## src/rtl/counter_seq_pkg.sv

```systemverilog
// Shared definitions for the run/pause/done counter sequencer.
package counter_seq_pkg;

  // Default counter and terminal-count width in bits.
  localparam int DEFAULT_WIDTH = 4;

  // FSM states; the encodings are visible on the state output port.
  typedef enum logic [1:0] {
    IDLE  = 2'b00,
    RUN   = 2'b01,
    PAUSE = 2'b10,
    DONE  = 2'b11
  } state_t;

endpackage

```

## src/rtl/cnt_core.sv

```systemverilog
// Counting register: synchronous clear beats enable, wraps modulo 2^WIDTH.
module cnt_core
  import counter_seq_pkg::*;
#(
  parameter int WIDTH = DEFAULT_WIDTH
) (
  input  logic             clk,
  input  logic             rst,
  input  logic             en,
  input  logic             clr,
  output logic [WIDTH-1:0] q
);

  // Counter register: reset, then clear, then increment.
  always_ff @(posedge clk) begin
    // NOTE: sequential state uses non-blocking assignments so every register
    // samples pre-edge values, regardless of block evaluation order.
    if (!rst) begin
      q <= '0;
    end else if (clr) begin
      q <= '0;
    end else if (en) begin
      q <= q + WIDTH'(1);
    end
  end

endmodule

```

## src/rtl/counter_seq_ctrl.sv

```systemverilog
// Run/pause/done sequencer around a cnt_core counter with a latched
// terminal count and one-shot / auto-reload modes.
module counter_seq_ctrl
  import counter_seq_pkg::*;
#(
  parameter int WIDTH = DEFAULT_WIDTH
) (
  input  logic             clk,
  input  logic             rst,
  input  logic             start,
  input  logic             stop,
  input  logic             clear,
  input  logic             mode,
  input  logic [WIDTH-1:0] tc,
  output logic [WIDTH-1:0] count,
  output logic             busy,
  output logic             done,
  output logic [1:0]       state
);

  state_t           state_q;
  logic [WIDTH-1:0] tc_q;
  logic             mode_q;
  logic             match;
  logic             cnt_en;
  logic             cnt_clr;

  // Terminal-count comparator against the value latched at run start.
  assign match = (count == tc_q);
  assign state = state_q;

  // Counter control: clear on abort, start and auto-reload; count in RUN.
  always_comb begin
    // NOTE: defaults first so every path assigns both outputs and no latch is inferred.
    cnt_en  = 1'b0;
    cnt_clr = 1'b0;
    if (clear) begin
      cnt_clr = 1'b1;
    end else begin
      unique case (state_q)
        IDLE, DONE: cnt_clr = start;
        RUN: begin
          if (match) begin
            cnt_clr = mode_q;
          end else begin
            cnt_en = !stop;
          end
        end
        PAUSE: begin
        end
      endcase
    end
  end

  // FSM with registered busy/done and the tc/mode latches.
  always_ff @(posedge clk) begin
    if (!rst) begin
      state_q <= IDLE;
      tc_q    <= '0;
      mode_q  <= 1'b0;
      done    <= 1'b0;
      busy    <= 1'b0;
    end else if (clear) begin
      // tc_q and mode_q are deliberately kept across an abort.
      state_q <= IDLE;
      done    <= 1'b0;
      busy    <= 1'b0;
    end else begin
      done <= 1'b0;
      unique case (state_q)
        IDLE, DONE: begin
          if (start) begin
            state_q <= RUN;
            busy    <= 1'b1;
            tc_q    <= tc;
            mode_q  <= mode;
          end
        end
        RUN: begin
          // Terminal completion outranks stop; start is ignored here.
          if (match) begin
            done <= 1'b1;
            if (!mode_q) begin
              state_q <= DONE;
              busy    <= 1'b0;
            end
          end else if (stop) begin
            state_q <= PAUSE;
          end
        end
        PAUSE: begin
          if (start && !stop) begin
            state_q <= RUN;
          end
        end
      endcase
    end
  end

  cnt_core #(
    .WIDTH (WIDTH)
  ) u_cnt_core (
    .clk (clk),
    .rst (rst),
    .en  (cnt_en),
    .clr (cnt_clr),
    .q   (count)
  );

endmodule

```

## config.mk

```make
export PLATFORM = sky130hd
export DESIGN_NAME = counter_seq_ctrl
export DESIGN_NICKNAME = d
export VERILOG_FILES = /design/src/rtl/counter_seq_pkg.sv /design/src/rtl/cnt_core.sv /design/src/rtl/counter_seq_ctrl.sv
export SDC_FILE = /design/constraint.sdc
export NUM_CORES = 1
export LEC_CHECK = 0
export ABC_AREA = 1
export BUFFER_PORTS_ARGS = -buffer_cell sky130_fd_sc_hd__buf_2
export CORE_MARGIN = 8
export CORE_UTILIZATION = 45
export CTS_CLUSTER_DIAMETER = 100
export CTS_CLUSTER_SIZE = 8
export DETAILED_ROUTE_END_ITERATION = 8
export PLACE_DENSITY = 0.69
export SETUP_SLACK_MARGIN = 0.3
export SYNTH_ARGS = -nofsm -noshare
export SYNTH_HDL_FRONTEND = slang
export SYNTH_SLANG_ARGS = --single-unit
```

## constraint.sdc

```tcl
create_clock -name clk -period 3.1 [get_ports clk]
set_clock_uncertainty 0.15 [all_clocks]
set_input_delay 0.31 -clock clk [delete_from_list [all_inputs] [get_ports clk]]
set_output_delay 0.31 -clock clk [all_outputs]
set_load 0.005 [all_outputs]
```

Word level (Yosys, flattened, before mapping)
Cells that the tools add are included.

Input bits: 10. Output and inout port bits: 8. Logic and storage cells: 48. Register bits after elaboration: 13.

Bitwise gates (word level): 3. Eq/ne operators: 10. Reduce and logical (&&, ||, !) cells: 11. Muxes and demuxes: 17. Add/subtract/negate cells: 1.

Operator list (count): 2-bit 2-to-1 mux (5); 1-bit 2-to-1 mux (9); 2-bit inequality test (second input constant) (4); 4-bit AND reduction (2); 3-bit inequality test (second input constant) (2); 2-bit case mux with 3 select lines (1); 2-bit OR reduction (3); 4-bit by 1-bit adder with 4-bit output (second input constant) (1); 2-bit equality test (second input constant) (2); 4-bit equality test (1); 1-bit case mux with 2 select lines (2); 1-bit NOT (3); 3-bit AND reduction (1); 3-bit OR reduction (1); 2-bit by 1-bit equality test with 1-bit output (second input constant) (1); 2-bit logical NOT (1); 2-bit nonzero test (1); 1-bit logical AND (1); 1-bit logical NOT (1).

Depth between registers and ports, before layout
Depth after elaboration: 5. Gate-level depth with buffers: 10. Depth with buffers taken out: 10.

Modules after synthesis
From an unflattened synthesis, not the netlist that was laid out.

Cells, all modules: 103. Area total of the unflattened synthesis: 716.9 sq um.

By module, submodules not included: counter_seq_ctrl (instances 1, seq. area each 180.2 sq um, cells an instance 80, area an instance 546.8 sq um); cnt_core (instances 1, seq. area each 80.1 sq um, cells an instance 23, area an instance 170.2 sq um).

Worst setup path after synthesis
OpenSTA, ideal clock, no wires.

Kind: register to register. Start point: register state_q[0], in the netlist state[0]. End point: register state_q[0], in the netlist state[0]. Data required time: 2837 ps. Setup time: 113 ps. Clock period less this slack: 1486 ps. Path slack: 1614 ps. Cell stages (with the launch flop): 9. Data arrival time: 1223 ps. Buffers on the path: 0. Cell sequence: dfxtp_1 > inv_1 > ha_1 > inv_1 > a21oi_1 > a21oi_1 > nand3_2 > nor2_1 > nor2_1.

Word-level cells in the longest chain between the ends: 4. Elaborated cells between the ends (all ways): 11. Classes of those cells: 7 x eq/ne; 1 x mux; 3 x reduce/logical.

RTL lines: start, declared (line counter_seq_ctrl.sv:21) `state_t state_q;`; start signal, assigned (line counter_seq_ctrl.sv:58) `state_q <= IDLE;`; start signal, assigned (line counter_seq_ctrl.sv:65) `state_q <= IDLE;`; start signal, assigned (line counter_seq_ctrl.sv:73) `state_q <= RUN;`; 2-bit equality test or 2-bit logical NOT (tied branches) (line counter_seq_ctrl.sv:70) `unique case (state_q)`; 2-bit OR reduction (line counter_seq_ctrl.sv:70); 2-bit inequality test (no line); 4-bit AND reduction (no line).

Several ways; a longest one is shown, not always the timed one. A chain may end at the register's enable or synchronous reset.

Final worst setup path
Start point: register state_q[1], in the netlist state[1]. End point: register u_cnt_core.q[1].

Word-level cells in the longest chain between the ends: 5. Elaborated cells between the ends (all ways): 9. Classes of those cells: 2 x eq/ne; 4 x mux; 3 x reduce/logical.

RTL lines: 2-bit equality test or 2-bit logical NOT (tied branches) (line counter_seq_ctrl.sv:40) `unique case (state_q)`; 2-bit OR reduction (line counter_seq_ctrl.sv:40); 1-bit case mux with 2 select lines (line counter_seq_ctrl.sv:40); 1-bit 2-to-1 mux (line counter_seq_ctrl.sv:37) `if (clear) begin`; 2-bit OR reduction (no line); end signal, assigned (line cnt_core.sv:23) `q <= q + WIDTH'(1);`; end, declared (line cnt_core.sv:11) `output logic [WIDTH-1:0] q`.

Several ways; a longest one is shown, not always the timed one.

==> results.py <==
metrics = {
    "placement": {
        "dp_hpwl_um": 1150,
        "placed_area_um2": 830,
        "post-place-ws_ns": 1.51,
        "finalWeightedCongestion": 0.757,
        "port_buffers": 17,
        "placed_cells": 139,
    },
    "clock_network": {
        "clk_latency_ns": 0.27,
        "cts_tree": "yes",
        "cts-root-buf": "clkbuf_4",
        "cts-buffers-inserted": 3,
        "cts.clk_slew.worst_paths_ns": 0.08,
        "postCtsSetupBuffers": 0,
        "max-clock-path-buffers": 2,
        "cts_sinks": 13,
        "hold_buffers": 0,
        "post_cts_resized": 0,
        "htree_levels": 1,
    },
    "critical_path": {
        "cp_max_fo": 7,
        "slowest_stage": "dfxtp_1",
        "cp_num_buf_inv": 2,
        "rr_startpoint": "state[1]",
        "path_common_cell": "nand2_1",
        "endpoint_kind": "flip-flop",
        "worst-path-stages": 9,
        "r2r-end": "u_cnt_core.q[1]",
        "path_class": "flip-flop to flip-flop",
        "critPathTopFamily": "simple AND/OR/NAND/NOR gates",
        "cp.arrival_ns": 1.62,
        "path_cells": "inv_1, ha_1, nand2_1, inv_2, nand3_1, nand2_1, nand2_1, nand2_1, a21oi_1",
        "reg2reg_depth": 9,
        "startpoint_type": "flip-flop",
        "worstPathRequired_ns": 3.12,
        "cpPeakStageDelay_ns": 0.33,
        "r2r_setup_slack_ns": 1.49,
    },
    "min_path": {
        "whs_endpoint": "mode_q",
        "hold_depth": 3,
        "min_from": "mode",
        "min_path_type": "primary input to flip-flop",
    },
    "sta": {
        "hold_viol_final": 0,
        "slew_violations": 0,
        "fmax_ghz": 0.622,
        "min_period_ns": 1.61,
        "worst_pin_slew_ns": 0.299,
        "fin_ws_ns": 1.49,
        "tns_ns": 0,
        "rsz0062_at_grt": "false",
        "relSlewSlack_pct": 80.1,
        "setup_violations": 0,
        "finalCritPeriodShare_pct": 51.9,
        "hold_slack_ns": 0.104,
    },
    "layout": {
        "fin_nets": 141,
        "n_antenna_cell": 0,
        "mostFrequentLayoutCells": "nand2_1, inv_1, buf_2",
        "num-fill-cells": 153,
        "area_delta_synth_final_pct": 18.1,
        "fin_cells": 143,
        "post-route-util_pct": 56.8,
        "layout-drive-gt1-share_pct": 24.4,
        "layout.cells.most_common": "nand2_1",
        "stdcell_area_um2": 856,
    },
    "floorplanning": {
        "fp.dieW_um": 56.1,
        "start_util_pct": 48.1,
        "die_area_um2": 3150,
        "placementRows": 14,
        "pin_count": 18,
        "core_um2": 1510,
        "fp.dieH_um": 56.1,
    },
    "grt": {
        "grt_pass1_wl_um": 2580,
        "antenna_found_initial": 0,
        "grt_start_max_net_pins": 10,
        "grt_use_total_pct": 9.76,
        "grt_pass1_vias": 655,
        "overflow": 0,
    },
    "synth": {
        "syn-cell-area_um2": 724,
        "synthCells": 106,
        "ys_ff_latch": 13,
        "syn_nets": 119,
        "yosysSeqAreaShare_pct": 35.9,
        "ys_types": 18,
        "avgSynthCellArea_um2": 6.83,
        "ys_warn_count": 0,
    },
    "power": {
        "ir_worst_vdd_v": 0.000275,
        "power.density_nw_per_um2": 414,
        "power_leakage_nw": 0.429,
        "fin_total_pwr_mw": 0.355,
    },
    "routing": {
        "drc": 0,
        "wl_per_cell_um": 10.2,
        "drtPass1Iterations": 4,
        "routed_via_density": 4.71,
        "routed_wl_um": 1460,
        "drt_iter0_drc": 11,
        "detail-route-antenna-nets": 0,
        "vias": 674,
    },
    "run_status": {
        "status": "finished clean",
    },
    "job": {
        "cap_violations": 0,
    },
}
[registers in the layout, indices dropped and copies added, names as in the netlist]
signal        count
done              1
busy              1
tc_q              4
mode_q            1
state             2
u_cnt_core.q      4
[routing by layer]
layer / vias to the layer above / wire [µm] / global-route usage (%)
li1: 371 / - / -
met1: 288 / 753 / 10.9
met2: 11 / 624 / 15.4
met3: 4 / 56 / 2.74
met4: 0 / 24 / 6.87
met5: - / 0 / 0
[layout make-up]
cell class | count | area [µm²] | share of cell area [%]
Clock buffer | 4 | 26.3 | 3.07
Inverter | 21 | 78.8 | 9.21
Multi-Input combinational cell | 72 | 385 | 45.0
Sequential cell | 13 | 260 | 30.4
Tap cell | 16 | 20.0 | 2.34
Timing Repair Buffer | 17 | 85.1 | 9.94
[tightest hold or removal path, stage by stage]
cell    delay (ns)
buf_2         0.08
nor2_1        0.03
nor2_1        0.08
[power breakdown]
group	switching (mW)	total [mW]	internal, mW
Combinational	0.0435	0.0704	0.0269
Sequential	0.00406	0.179	0.175
Clock	0.0550	0.105	0.0499
Total	0.103	0.355	0.252
[cell families after synthesis]
logic type / share of synthesized area, %
buffers and inverters: 10.9
AOI/OAI and AO/OA: 12.6
adders and majority gates: 5.18
DFF: 35.9
and+or+nand+nor: 33.0
xor gates and xnor gates: 2.42
[cells in the mapped netlist]
| cell | number | area share (%) |
|---|---|---|
| nor2_4 | 1 | 1.6 |
| o21ai_0 | 5 | 3.5 |
| inv_2 | 4 | 2.1 |
| nand2_1 | 31 | 16 |
| ha_1 | 3 | 5.2 |
| dfxtp_1 | 13 | 36 |
| nor3_1 | 1 | 0.69 |
| nand2_2 | 1 | 0.86 |
| a31oi_1 | 1 | 0.86 |
| inv_1 | 17 | 8.8 |
| nand3_2 | 2 | 2.8 |
| a21oi_1 | 12 | 8.3 |
| nand4_4 | 1 | 2.9 |
| xor2_1 | 2 | 2.4 |
| nand2_4 | 1 | 1.6 |
| nand3_1 | 3 | 2.1 |
| nor2_2 | 1 | 0.86 |
| nor2_1 | 7 | 3.6 |
[worst max-delay path by stage]
| stage | start | to | slack, ns |
|---|---|---|---|
| floorplan | state[0] | state[0] | 1.61 |
| global placement | state[0] | state[0] | 1.52 |
| detailed placement | state[1] | u_cnt_core.q[2] | 1.51 |
| CTS | state[1] | u_cnt_core.q[1] | 1.50 |
| global route | state[1] | u_cnt_core.q[1] | 1.33 |
| finish | state[1] | u_cnt_core.q[1] | 1.49 |
(Power assumes the default switching activity.)
